$ cat src/rtl/toll_collector.sv
// toll_collector: coin-operated toll gate FSM; TOLL_TIMEOUT_EN adds a PAY inactivity timeout.
module toll_collector #(
    parameter int unsigned TOLL_H  = 12,
    parameter int unsigned TOLL_M  = 8,
    parameter int unsigned TOLL_L  = 4,
    parameter int unsigned TIMEOUT = 200
) (
    input  logic       CLK,
    input  logic       RST,
    input  logic       H,
    input  logic       M,
    input  logic       L,
    input  logic       E,
    input  logic       CAR,
    input  logic       COIN_VALID,
    input  logic [2:0] COIN_VAL,
    input  logic       PASS,
    output logic       GATE,
    output logic [5:0] CHANGE,
    output logic       VIOL,
    output logic       RATE_ERR,
    output logic       BUSY,
    output logic [7:0] CNT
);
    typedef enum logic [1:0] {S_IDLE, S_PAY, S_OPEN, S_VIOL} state_t;
    localparam logic [5:0] TH = TOLL_H[5:0];
    localparam logic [5:0] TM = TOLL_M[5:0];
    localparam logic [5:0] TL = TOLL_L[5:0];
    localparam logic [7:0] TO = TIMEOUT[7:0];
    state_t     state_q, state_d;
    logic [5:0] toll_q, toll_d, credit_q, credit_d, change_q, change_d;
    logic       gate_q, gate_d, viol_q, viol_d, rate_err_q, rate_err_d;
    logic [7:0] cnt_q, cnt_d;
    logic       one_hot, coin_ok, paid, timeout_hit;
    logic [5:0] toll_sel, credit_add;
    logic [6:0] sum;
    always_comb begin
        one_hot    = $onehot({H, M, L, E});
        toll_sel   = !one_hot ? TH : E ? 6'd0 : H ? TH : M ? TM : TL;
        coin_ok    = COIN_VALID && COIN_VAL != 3'd0;
        sum        = {1'b0, credit_q} + {4'd0, COIN_VAL};
        credit_add = sum[6] ? 6'd63 : sum[5:0];
        paid       = credit_add >= toll_q;
    end
`ifdef TOLL_TIMEOUT_EN
    logic [7:0] timer_q, timer_d;
    // Timer restarts whenever PAY is entered or a coin lands; only idle PAY cycles count.
    always_comb timer_d = (state_q != S_PAY || coin_ok) ? 8'd0 : timer_q + 8'd1;
    always_ff @(posedge CLK) timer_q <= RST ? 8'd0 : timer_d;
    assign timeout_hit = state_q == S_PAY && !coin_ok && timer_d == TO;
`else
    logic unused_timeout;
    assign unused_timeout = ^TO;
    assign timeout_hit    = 1'b0;
`endif
    always_ff @(posedge CLK) begin
        if (RST) begin
            state_q    <= S_IDLE;
            toll_q     <= 6'd0;
            credit_q   <= 6'd0;
            change_q   <= 6'd0;
            gate_q     <= 1'b0;
            viol_q     <= 1'b0;
            rate_err_q <= 1'b0;
            cnt_q      <= 8'd0;
        end else begin
            state_q    <= state_d;
            toll_q     <= toll_d;
            credit_q   <= credit_d;
            change_q   <= change_d;
            gate_q     <= gate_d;
            viol_q     <= viol_d;
            rate_err_q <= rate_err_d;
            cnt_q      <= cnt_d;
        end
    end
    always_comb begin
        state_d = state_q;
        case (state_q)
            S_IDLE:  if (CAR) state_d = toll_sel == 6'd0 ? S_OPEN : S_PAY;
            S_PAY:   if (PASS || timeout_hit) state_d = S_VIOL;
                     else if (coin_ok && paid) state_d = S_OPEN;
            S_OPEN:  if (PASS) state_d = S_IDLE;
            default: state_d = S_IDLE;
        endcase
    end
    always_comb begin
        toll_d     = toll_q;
        credit_d   = credit_q;
        change_d   = change_q;
        viol_d     = viol_q;
        rate_err_d = rate_err_q;
        cnt_d      = cnt_q;
        if (state_q == S_IDLE && CAR) begin
            toll_d     = toll_sel;
            credit_d   = 6'd0;
            change_d   = 6'd0;
            viol_d     = 1'b0;
            rate_err_d = !one_hot;
        end
        // A same-cycle PASS discards the coin: the vehicle already ran the gate.
        if (state_q == S_PAY && coin_ok && !PASS) begin
            credit_d = credit_add;
            change_d = paid ? credit_add - toll_q : 6'd0;
        end
        if (state_q == S_OPEN && PASS) begin
            change_d = 6'd0;
            cnt_d    = cnt_q + 8'd1;
        end
        if (state_d == S_VIOL) viol_d = 1'b1;
        gate_d = state_d == S_OPEN;
    end
    assign GATE     = gate_q;
    assign CHANGE   = change_q;
    assign VIOL     = viol_q;
    assign RATE_ERR = rate_err_q;
    assign BUSY     = state_q != S_IDLE;
    assign CNT      = cnt_q;
endmodule

$ cat config.mk
export PLATFORM = sky130hd
export DESIGN_NAME = toll_collector
export DESIGN_NICKNAME = d
export VERILOG_FILES = /design/src/rtl/toll_collector.sv
export SDC_FILE = /design/constraint.sdc
export NUM_CORES = 1
export LEC_CHECK = 0
export ABC_AREA = 1
export CORE_MARGIN = 1.5
export CORE_UTILIZATION = 46
export DETAILED_ROUTE_END_ITERATION = 10
export PLACE_DENSITY_LB_ADDON = 0.3
export SYNTH_ARGS = -nofsm -noshare
export SYNTH_HDL_FRONTEND = slang
export SYNTH_SLANG_ARGS = --single-unit
$ cat constraint.sdc
create_clock -name CLK -period 2.8 [get_ports CLK]
set_input_delay 0.56 -clock CLK [delete_from_list [all_inputs] [get_ports CLK]]
set_output_delay 0.56 -clock CLK [all_outputs]
set_load 0.005 [all_outputs]
# Yosys cells after proc, flatten, opt, wreduce, memory -nomap -nowiden
# Index checks and enable logic that the tools add are counted.
[totals]
ff_bits = 31
inputBits = 12
[classes]
magnitude_cmp = 1
n_eq_ne = 5
reduce_logical = 15
addsub = 6
n_mux = 17
[ops]
columns = ["op", "n"]
rows = [
  ["6-bit two-way mux", 5],
  ["4-bit two-way mux", 4],
  ["2-bit two-way mux", 5],
  ["8-bit by 1-bit adder with 8-bit output, second input constant", 1],
  ["6-bit by 3-bit adder with 7-bit output", 1],
  ["2-bit equality test, second input constant", 3],
  ["6-bit greater-or-equal comparator", 1],
  ["1-bit logical AND", 6],
  ["6-bit zero test", 1],
  ["2-bit case mux with 3 select lines", 1],
  ["2-bit nonzero test", 3],
  ["6-bit subtractor", 1],
  ["1-bit by 1-bit adder with 2-bit output", 2],
  ["2-bit by 2-bit adder with 3-bit output", 1],
  ["3-bit by 1-bit equality test with 1-bit output, second input constant", 1],
  ["3-bit nonzero test", 1],
  ["2-bit by 1-bit equality test with 1-bit output, second input constant", 1],
  ["1-bit zero test", 2],
  ["2-bit zero test", 1],
  ["1-bit two-way mux", 2],
  ["2-bit OR reduction", 1],
]

# Longest topological paths before layout
[logic_depth]
word_depth = 10
depth_mapped = 20
depth_no_buf = 20

# Worst setup path before layout
# No wires, ideal clock.
[synth_timing]
path_kind = "in2reg"
from = "input port COIN_VAL[0]"
to = "register viol_q, in the netlist VIOL"
slack_ps = -50
required_time_ps = 2687
arrival_ps = 2736
path_stages = 19
n_path_buf = 0
cell_sequence = "ha_1 -> inv_1 -> fa_1 -> inv_1 -> nand2_1 -> nand2_2 -> nand3_1 -> inv_1 -> nor2_1 -> ha_1 -> fa_1 -> inv_1 -> a21oi_4 -> nand3_4 -> nand3_2 -> nand2_1 -> nand2_2 -> nand3_1 -> nand2_1"
[synth_between]
elab_chain_len = 9
word_cells_on_any_way = 12
classes_between = "add/sub (1); order compare (1); eq/ne (1); mux (5); reduce/logical (4)"
[synth_rtl]
columns = ["item", "line", "text"]
rows = [
  ["start, declared", "16", "input logic [2:0] COIN_VAL,"],
  ["6-bit by 3-bit adder with 7-bit output", "41", "sum = {1'b0, credit_q} + {4'd0, COIN_VAL};"],
  ["6-bit two-way mux", "42", "credit_add = sum[6] ? 6'd63 : sum[5:0];"],
  ["6-bit greater-or-equal comparator", "43", "paid = credit_add >= toll_q;"],
  ["1-bit logical AND (*)", "82", "else if (coin_ok && paid) state_d = S_OPEN;"],
  ["2-bit two-way mux (*)", "82", ""],
  ["2-bit two-way mux (*)", "81", "S_PAY: if (PASS || timeout_hit) state_d = S_VIOL;"],
  ["2-bit case mux with 3 select lines (*)", "79", "case (state_q)"],
  ["2-bit equality test (*)", "110", "if (state_d == S_VIOL) viol_d = 1'b1;"],
  ["1-bit two-way mux / 2-bit nonzero test (equally long branches)", "-", ""],
  ["end signal, assigned", "72", "viol_q <= viol_d;"],
  ["end, declared", "32", "logic gate_q, gate_d, viol_q, viol_d, rate_err_q, rate_err_d;"],
]
# Every way passes the cells marked *; elsewhere a longest branch is shown, timed or not.
# A chain may end at the register's enable or synchronous reset.

# Worst setup path after layout
[layout_timing]
from = "input port COIN_VAL[0]"
to = "register credit_q[3]"
[layout_between]
elab_chain_len = 5
word_cells_on_any_way = 8
classes_between = "add/sub (1); mux (2); reduce/logical (5)"
[layout_rtl]
columns = ["item", "line", "text"]
rows = [
  ["branches (longest 5 deep; another with 6-bit by 3-bit adder with 7-bit output)", "-", ""],
  ["end signal, assigned", "69", "credit_q <= credit_d;"],
  ["end, declared", "31", "logic [5:0] toll_q, toll_d, credit_q, credit_d, change_q, change_d;"],
]
# Several ways; the timed one is not identified.

==> out/results.txt <==
Status - complete, no violations
Final Util - 0.710
Post-synthesis sequential area ratio - 0.350
Grt ovf - 0
H-tree levels - 1
Final Cycle Share - 0.985
Avg WL per Cell - 11.9 um
Cell Area, Synth - 0.00155 mm^2
Layout Nets - 300
Metal1 wirelength - 1780 um
DR iter-0 viols - 72
Max Used Layer - met4
FF-to-FF Start - credit_q[0]$_SDFFE_PP0P_
Synthesized instance count - 214
Largest net degree at the start of global routing - 16
P_int - 0.595 mW
Mean Syn Cell Area - 7.22 um^2
Layout cell share with drive strength beyond 1 - 0.250
DR vias - 1577
Hold Crit Class - reg -> reg
Storage element area - 541 um^2
Post-DR vias/cell - 4.93
Vias in the first global route - 1411
Sink Count - 27
Power Density - 388 mW/mm^2
Maximum buffer depth of the clock tree - 2
CP cell instances - dlygate4sd2_1 > ha_2 > inv_1 > fa_2 > inv_2 > nand2_1 > nand2_2 > nand3_4 > o21ai_2 > a21oi_2 > inv_2 > buf_4 > buf_4 > buf_4 > buf_4 > buf_4 > buf_4 > buf_4 > buf_4 > nand2_1 > a21oi_1
Comb pwr share - 0.323
Clk slew on worst S/H paths - 0.13 ns
Post-Syn Nets - 237
Critical Path AT - 2.98 ns
Core area - 0.00313 mm^2
Detail Route met2 WL - 1850 um
First-pass GRT wire length - 6100 um
Fillers - 250
Die Y - 61.0 um
Tmin final - 2.76 ns
Crit path required time - 3.02 ns
Placer Congestion - 0.823
Post-DP HPWL - 2590 um
Final WS setup - 0.0406 ns
Max-slew violations - 0
Post-Route WL - 3820 um
Hold Path Depth - 2
Overall Power - 0.862 mW
Die ar. - 0.00372 mm^2
Maximum clock rate - 0.362 GHz
CP Class - in -> reg
TritonCTS clock tree - yes
Worst path most repeated cell - buf_4
Area delta synth->final - 43.7%
Library cells used by synthesis - 30
WP buf/inv - 12
Total GRT Usage - 0.216
Die width - 61.0 um
Clk Latency, worst-skew pair - 0.32 ns
Area of the multi-input gates - 926 um^2
Slew @ Worst Pin - 0.388 ns
Clk root buf - clkbuf_4
DRC Markers - 0
Flop pwr share - 0.486
FP Rows - 20
HP Start - CHANGE[1]$_SDFFE_PP0P_
Final cell count without fillers - 320
Family with the most delay on the worst path - buffers and inverters
CP Capture Type - flip-flop
Total CTS buffers - 3
Clock Skews - 0.0127 ns
Crit path max fanout - 3
Initial Utilization - 0.494
# IOs - 30
Switching Fraction - 0.310
Placed Cells - 304
Sw power - 0.267 mW
DP Worst Slack - -0.572 ns
Final setup vio count - 0
Initial antenna violation count - 0
Leak pwr - 0.987 nW
Number of port buffers - 29
Antenna cells - 0
Clock power share - 0.191
Wire length on met3 - 140 um
Final hold violations - 0
ANT nets after route - 0
CP Launch Type - input port
Yosys warning total - 0
Worst reg2reg path depth - 20
Number of synthesized register bits - 27
IR drop worst, VDD - 0.000410 V
CP Launch Point - COIN_VAL[0]
Crit path largest cell delay - 0.25 ns
Max-cap violations - 0
CP max stage cell - dlygate4sd2_1
Drt first pass iters - 5
Number of cells on the critical path - 21
Slew headroom - 0.739
[per-layer routing]
metal,vias up,track usage
met5,-,0
li1,813,-
met2,43,0.355
met3,6,0.0405
met4,0,0.0621
met1,715,0.291
[final timing paths]
path,endpoint,slack [ns]
setup / recovery,credit_q[3]$_SDFFE_PP0P_,0.04
hold / removal,CHANGE[1]$_SDFFE_PP0P_,0.47
setup reg to reg,GATE$_SDFF_PP0_,0.19
hold reg to reg,CHANGE[1]$_SDFFE_PP0P_,0.47
[synth_stat cells, drive strengths merged]
| cell type | count | share of area |
|---|---|---|
| nand2 | 50 | 0.13 |
| inv | 37 | 0.090 |
| a21oi | 26 | 0.092 |
| nand3 | 20 | 0.083 |
| fa | 3 | 0.039 |
| dfxtp | 27 | 0.35 |
| xor2 | 1 | 0.0057 |
| and3 | 1 | 0.0041 |
| o21bai | 1 | 0.0049 |
| buf | 2 | 0.0081 |
| nand3b | 2 | 0.0097 |
| clkbuf | 1 | 0.0024 |
| ha | 8 | 0.065 |
| nor3b | 1 | 0.0049 |
| xnor2 | 1 | 0.0057 |
| o211ai | 1 | 0.0049 |
| o21a | 1 | 0.0049 |
| o21ai | 8 | 0.026 |
| nor3 | 3 | 0.0097 |
| nor2 | 17 | 0.043 |
| a32oi | 1 | 0.0057 |
| o31a | 1 | 0.0057 |
| nor4 | 1 | 0.0081 |
[cells by family after synthesis]
logic type | share of synthesized area
DFF | 0.350
and+or+nand+nor | 0.292
xor gates and xnor gates | 0.0113
adders and majority gates | 0.104
AOI/OAI and AO/OA | 0.143
buffers and inverters | 0.100
[layout make-up]
class                           instances  area share
Clock buffer                            3      0.0101
Clock inverter                          1     0.00225
Inverter                               37      0.0625
Multi-Input combinational cell        147       0.417
Sequential cell                        27       0.243
Tap cell                               44      0.0248
Timing Repair Buffer                   61       0.240
[state kept, by name, indices dropped and copies added (netlist names)]
signal / count
CNT: 8
toll_q: 2
credit_q: 6
GATE: 1
VIOL: 1
CHANGE: 6
state_q: 2
RATE_ERR: 1
[placed cells by master (no fill, tap or decap), types with 5 or more instances in the layout]
| master | instances |
|---|---|
| a21oi_1 | 24 |
| buf_4 | 32 |
| clkdlybuf4s50_1 | 25 |
| dfxtp_1 | 27 |
| inv_1 | 31 |
| inv_2 | 6 |
| nand2_1 | 44 |
| nand2_2 | 6 |
| nand3_1 | 15 |
| nor2_1 | 14 |
| o21ai_0 | 5 |
[what timing repair did]
action / CTS / global route
hold buffers: 0 / 0
gates resized for setup: 14 / 12
setup endpoints to repair: 10 / 11
setup buffers: 9 / 3
pin swaps: 3 / 6
[power by group through the flow]
| stage | logic [mW] | registers [mW] | clock network, mW |
|---|---|---|---|
| after floorplan | 0.138 | 0.425 | 0 |
| after global placement | 0.241 | 0.426 | 0 |
| after detailed placement | 0.246 | 0.427 | 0 |
| after CTS | 0.258 | 0.419 | 0.168 |
| after global routing | 0.305 | 0.422 | 0.190 |
| final | 0.278 | 0.419 | 0.165 |
[worst min-delay path: cells and delay by family, from the launching register on]
kind | cells | cell delay [ns]
DFF | 1 | 0.33
and+or+nand+nor | 1 | 0.06
AOI/OAI and AO/OA | 1 | 0.05
[metrics by stage]
stage | area, um^2 | hold WS (ns) | TNS, ns
after detailed placement | 2030 | 0.456 | -5.92
after global placement | 2030 | 0.454 | -5.46
after global routing | 2220 | 0.501 | -0.0941
after floorplan | 1550 | 0.443 | 0
final | 2220 | 0.469 | 0
after CTS | 2150 | 0.473 | 0
No activity file was read; power rests on OpenSTA's default activity.
